**src/rtl/priority_service_sched.sv**
```systemverilog
// priority_service_sched: one shared service resource granted to one
// customer at a time, for a fixed window of SERVICE_CYCLES clocks.
// Three classes: VVIP (single waiting slot), VIP and normal (saturating
// counters). Strict priority VVIP > VIP > normal.
// Optional build macro STARVE_GUARD_EN adds an age counter that lets a
// waiting normal customer win over VIP after AGE_LIMIT consecutive VIP grants.
module priority_service_sched #(
  parameter int SERVICE_CYCLES = 4,
  parameter int NP_W           = 32,
  parameter int VIP_W          = 8,
  parameter int AGE_LIMIT      = 3
) (
  input  logic             clk,
  input  logic             rst_n,
  input  logic             np_arrive,
  input  logic             vip_arrive,
  input  logic             vvip_arrive,
  output logic [2:0]       grant,
  output logic             busy,
  output logic             svc_done,
  output logic [NP_W-1:0]  np_cnt,
  output logic [VIP_W-1:0] vip_cnt,
  output logic             vvip_pend,
  output logic             drop
);

  typedef enum logic {IDLE = 1'b0, SERVE = 1'b1} state_t;

  // Timer counts the remaining hold edges of the current window; 0 marks
  // the completion edge.
  localparam logic [7:0] TIMER_LOAD = 8'(SERVICE_CYCLES - 1);

  state_t           state;
  state_t           state_nxt;
  logic [7:0]       timer;
  logic [7:0]       timer_nxt;
  logic [2:0]       grant_nxt;
  logic             svc_done_nxt;

  logic             pend_any;
  logic             sel_point;
  logic             pick_vvip;
  logic             pick_vip;
  logic             pick_np;
  logic             np_guard_hit;
  logic             take_np;
  logic             take_vip;
  logic             take_vvip;

  logic [NP_W-1:0]  np_cnt_nxt;
  logic [VIP_W-1:0] vip_cnt_nxt;
  logic             vvip_pend_nxt;
  logic             np_drop;
  logic             vip_drop;
  logic             vvip_drop;

  // Saturating pending-count update for the normal class.
  // Returns {lost_arrival, next_count}.
  function automatic logic [NP_W:0] np_step(input logic [NP_W-1:0] cnt,
                                            input logic            arr,
                                            input logic            tk);
    logic [NP_W:0] r;
    r = {1'b0, cnt};
    if (arr && !tk) begin
      if (&cnt) r[NP_W] = 1'b1;
      else      r = {1'b0, cnt + NP_W'(1)};
    end else if (!arr && tk) begin
      r = {1'b0, cnt - NP_W'(1)};
    end
    return r;
  endfunction

  // Saturating pending-count update for the VIP class.
  // Returns {lost_arrival, next_count}.
  function automatic logic [VIP_W:0] vip_step(input logic [VIP_W-1:0] cnt,
                                              input logic             arr,
                                              input logic             tk);
    logic [VIP_W:0] r;
    r = {1'b0, cnt};
    if (arr && !tk) begin
      if (&cnt) r[VIP_W] = 1'b1;
      else      r = {1'b0, cnt + VIP_W'(1)};
    end else if (!arr && tk) begin
      r = {1'b0, cnt - VIP_W'(1)};
    end
    return r;
  endfunction

`ifdef STARVE_GUARD_EN
  localparam logic [3:0] AGE_LIM4 = 4'(AGE_LIMIT);

  logic [3:0] age;
  logic [3:0] age_nxt;

  assign np_guard_hit = (np_cnt != '0) && (age == AGE_LIM4);

  // Age tracks consecutive VIP selections made while a normal customer waits.
  always_comb begin
    age_nxt = age;
    if (np_cnt == '0)  age_nxt = 4'd0;
    else if (take_np)  age_nxt = 4'd0;
    else if (take_vip) age_nxt = age + 4'd1;
  end

  // Age register.
  always_ff @(posedge clk or negedge rst_n) begin
    if (!rst_n) age <= 4'd0;
    else        age <= age_nxt;
  end
`else
  // Without the guard the age limit has no effect; the parameter stays so
  // both builds share one instantiation signature.
  logic [3:0] unused_age_limit;
  assign unused_age_limit = 4'(AGE_LIMIT);
  assign np_guard_hit     = 1'b0;
`endif

  // Class selection from the registered counts.
  always_comb begin
    pick_vvip = 1'b0;
    pick_vip  = 1'b0;
    pick_np   = 1'b0;
    if (vvip_pend) begin
      pick_vvip = 1'b1;
    end else if (vip_cnt != '0) begin
      if (np_guard_hit) pick_np  = 1'b1;
      else              pick_vip = 1'b1;
    end else if (np_cnt != '0) begin
      pick_np = 1'b1;
    end
  end

  assign pend_any  = vvip_pend | (vip_cnt != '0) | (np_cnt != '0);
  // A new customer can be taken when idle or on a window's completion edge.
  assign sel_point = (state == IDLE) || (timer == 8'd0);
  assign take_vvip = sel_point & pick_vvip;
  assign take_vip  = sel_point & pick_vip;
  assign take_np   = sel_point & pick_np;

  assign {np_drop, np_cnt_nxt}   = np_step(np_cnt, np_arrive, take_np);
  assign {vip_drop, vip_cnt_nxt} = vip_step(vip_cnt, vip_arrive, take_vip);
  assign vvip_drop     = vvip_arrive & vvip_pend & ~take_vvip;
  assign vvip_pend_nxt = (vvip_pend & ~take_vvip) | vvip_arrive;

  // FSM state register.
  always_ff @(posedge clk or negedge rst_n) begin
    if (!rst_n) state <= IDLE;
    else        state <= state_nxt;
  end

  // FSM next-state logic.
  always_comb begin
    state_nxt = state;
    case (state)
      IDLE:    if (pend_any) state_nxt = SERVE;
      SERVE:   if ((timer == 8'd0) && !pend_any) state_nxt = IDLE;
      default: state_nxt = IDLE;
    endcase
  end

  // FSM outputs: grant, window timer and completion pulse.
  always_comb begin
    grant_nxt    = grant;
    timer_nxt    = timer;
    svc_done_nxt = 1'b0;
    case (state)
      IDLE: begin
        if (pend_any) begin
          grant_nxt = {pick_vvip, pick_vip, pick_np};
          timer_nxt = TIMER_LOAD;
        end
      end
      SERVE: begin
        if (timer != 8'd0) begin
          timer_nxt = timer - 8'd1;
        end else begin
          svc_done_nxt = 1'b1;
          if (pend_any) begin
            grant_nxt = {pick_vvip, pick_vip, pick_np};
            timer_nxt = TIMER_LOAD;
          end else begin
            grant_nxt = 3'b000;
          end
        end
      end
      default: begin
        grant_nxt = 3'b000;
        timer_nxt = 8'd0;
      end
    endcase
  end

  // Registered outputs, pending counts and window timer.
  always_ff @(posedge clk or negedge rst_n) begin
    if (!rst_n) begin
      timer     <= 8'd0;
      grant     <= 3'b000;
      busy      <= 1'b0;
      svc_done  <= 1'b0;
      np_cnt    <= '0;
      vip_cnt   <= '0;
      vvip_pend <= 1'b0;
      drop      <= 1'b0;
    end else begin
      timer     <= timer_nxt;
      grant     <= grant_nxt;
      busy      <= (grant_nxt != 3'b000);
      svc_done  <= svc_done_nxt;
      np_cnt    <= np_cnt_nxt;
      vip_cnt   <= vip_cnt_nxt;
      vvip_pend <= vvip_pend_nxt;
      drop      <= np_drop | vip_drop | vvip_drop;
    end
  end

endmodule

```
**config.mk**
```make
export PLATFORM = sky130hd
export DESIGN_NAME = priority_service_sched
export DESIGN_NICKNAME = d
export VERILOG_FILES = /design/src/rtl/priority_service_sched.sv
export SDC_FILE = /design/constraint.sdc
export NUM_CORES = 1
export LEC_CHECK = 0
export CAP_MARGIN = 20
export CORE_ASPECT_RATIO = 0.75
export CORE_MARGIN = 4
export CORE_UTILIZATION = 40
export CTS_CLUSTER_SIZE = 16
export DETAILED_ROUTE_END_ITERATION = 7
export SLEW_MARGIN = 10
export SYNTH_ARGS = -nofsm -noshare
export SYNTH_HDL_FRONTEND = slang
export SYNTH_SLANG_ARGS = --single-unit
export TNS_END_PERCENT = 50
```
**constraint.sdc**
```tcl
create_clock -name clk -period 4.97 [get_ports clk]
set_clock_uncertainty 0.1 [all_clocks]
set_input_delay 0.497 -clock clk [delete_from_list [all_inputs] [get_ports clk]]
set_output_delay 0.497 -clock clk [all_outputs]
set_load 0.005 [all_outputs]
```
==> impl_metrics.ini <==
[cts]
cts_buffers = 5
insertion_delay_ns = 0.30
cts_tree = done
numClockSinks = 56
clk_pin_slew_ns = 0.08
root_buffer = clkbuf_16
htreeDepth = 2
hold_buffers = 0
cts_buffer_depth = 2

[cells_and_area]
drive_above_1_share_pct = 7.38
areaGrowthSynthToFinish_pct = 20.9
most-common-layout-cells = o21ai_0 (56), dfrtp_1 (56), nand2_1 (54)
n_antenna_cell = 0
final_nets = 558
fin_util_pct = 50.2

[synth]
synth_cell_type_count = 57
synth_nets = 504
ys_ff_latch = 56
synth_seq_area_share_pct = 34.4
synth_area_leaders = dfrtp_1 (34%), ha_1 (11%), o21ai_0 (6.9%)
yosysWarnings = 0
postSynthAreaPerCell_um2 = 8.86
synth_top_cell_area_share_pct = 34.4
syn-instance-count = 460
async_reset_ff_share_pct = 100
syn_area_mm2 = 0.00408
synth-edff-count = 0
synth_top_area_cell = dfrtp_1
yosys_most_used_dff = dfrtp_1

[floorplanning]
rows = 31
core_area_mm2 = 0.00981
initial_core_util_pct = 41.5
ios = 52
die_h_um = 95.4
dieWidth_um = 125
die-area_mm2 = 0.0119

[setup_path]
crit_type = reg2reg
crit_required_ns = 5.05
slowest_stage = a2111o_1
critPathMaxFanout = 10
rrSetupSlack_ns = 0.32
cp_cell_sequence = inv_1, ha_1, nand2b_1, nand2b_1, or4_1, nand2_1, nand3_1, nand2_2, buf_4, ha_1, a21oi_2, nor2b_1, a211oi_2, o21ai_2, a2111o_1, a2111oi_2, nor3_2, a31oi_4, xor2_1, o21ai_1
end_kind = register
critPathMaxStageDelay_ns = 0.51
cp-start-kind = register
arrival_ns = 4.72
reg2reg_depth = 20
reg2reg_from = timer[0]
reg2reg_to = np_cnt[30]

[route]
wirelength_um = 9860
drt_first_pass_iters = 4
via_count = 3547
final_antenna_net_count = 0
drc = 0
wl_per_cell_um = 15.2
routed_via_density = 5.48
drt_iter0_drc = 169

[power_and_ir_drop]
p_leak_nw = 2.17
switching_share_pct = 42.7
p_int_w = 0.00186
clock_power_share_pct = 11.6
powerDensity_mw_per_mm2 = 658
finalPower_w = 0.00324
peakVddDrop_mv = 0.273
p_switching_w = 0.00139
power_frac_seq_pct = 28.8
combPwrFrac_pct = 59.6

[timing]
fin_crit_sh_pct = 93.5
setup_viol = 0
drv_slew = 0
fmax_mhz = 215
fin_crit_ns = 4.65
hold_viol_final = 0
slew_headroom_pct = 51.4
rsz0062_at_grt = false
worst_pin_slew_ns = 0.729
tns_ns = 0

[worst_hold_path]
hold_class = in2async

[global_routing]
gr-total-overflow = 0
antenna_found_initial = 0
grt_max_degree = 57
grt_pass1_vias = 3437
grt_pass1_wl_um = 16800
grt_usage_pct = 17.1

[place]
io_buffer_count = 51
gp_congestion = 0.904
dpl.hpwl_um = 7400

[flow_run]
cap_violations = 0

[outcome]
status = completed
## timing repair
action | 4_1_cts | 5_1_grt
setup endpoints to repair | 0 | 2
buffers inserted | 0 | 0
gates resized for setup | 0 | 3
## flip-flops by register name, summed over array words and instances (netlist names)
register / cells
np_cnt: 32
timer: 8
vip_cnt: 8
grant: 3
busy: 1
drop: 1
state: 1
svc_done: 1
vvip_pend: 1
## worst max-delay path by stage
stage               startpoint          to  slack [ns]  cells after the start
floorplan             timer[0]  np_cnt[30]        0.16                     18
global placement      timer[0]  np_cnt[30]        0.38                     20
detailed placement    timer[0]  np_cnt[30]        0.27                     20
CTS                   timer[0]  np_cnt[30]        0.25                     20
global route          timer[0]  np_cnt[30]        0.03                     20
finish                timer[0]  np_cnt[30]        0.32                     20
## logic make-up (layout without fill, tap and decap cells)
| kind of cell | after synthesis | count (layout) | synth area share (%) |
|---|---|---|---|
| AOI/OAI and AO/OA | 155 | 155 | 24.1 |
| buffers and inverters | 29 | 84 | 2.95 |
| DFF | 56 | 56 | 34.4 |
| adders and majority gates | 39 | 39 | 12.3 |
| muxes | 6 | 6 | 1.60 |
| xor gates and xnor gates | 40 | 40 | 8.59 |
| and+or+nand+nor | 135 | 135 | 16.1 |
## cell type report
class / count / area (µm²)
multi-input combinational: 375 / 2570
fill: 910 / 4880
tap: 132 / 165
clock buffer: 6 / 139
clock inverter: 2 / 13.8
sequential: 56 / 1400
timing repair buffer: 61 / 584
inverter: 15 / 56.3
## stage by stage
stage	instance area (µm²)	hold WS, ns	std cells	setup slack (ns)
floorplan	4080	0.101	460	0.163
global placement	4760	0.416	639	0.376
detailed placement	4760	0.413	639	0.272
CTS	4920	0.273	647	0.251
global route	4930	0.317	647	0.0349
finish	4930	0.216	647	0.324
## power by group through the flow
stage               sequential (W)  clock, W  combinational, W
floorplan                 0.000898         0           0.00123
CTS                       0.000934  0.000389           0.00193
detailed placement        0.000940         0           0.00192
global placement          0.000936         0           0.00190
global route              0.000978  0.000405           0.00215
finish                    0.000935  0.000375           0.00193
## critical path, delay by kind of cell (launching register included)
kind            cells  cell delay [ns]
buf+inv             2             0.27
compound gates      7             1.80
xor+xnor            1             0.15
fa+ha+maj           2             0.47
flops               1             0.38
simple gates        8             1.35
## synthesized netlist by cell type, types with 6 or more instances
cell and n:
nor2_1 21, xnor2_1 17, o21ai_0 56, nand2_1 55, nand4_1 14, a31oi_1 7
o21bai_1 6, clkbuf_1 9, ha_1 37, a21oi_1 32, xor2_1 23, nand2b_1 6
inv_1 15, a21o_1 21, nor4_1 12, dfrtp_1 56
## metal layers
metal  wire [µm]  vias up  global-route usage, %
met4         107        0                   3.56
met1        5260     1677                   25.9
met5           0        -                      0
met2        4080       68                   25.7
met3         419       11                   2.86
li1            -     1791                      -
Power figures use the tool's default switching activity.
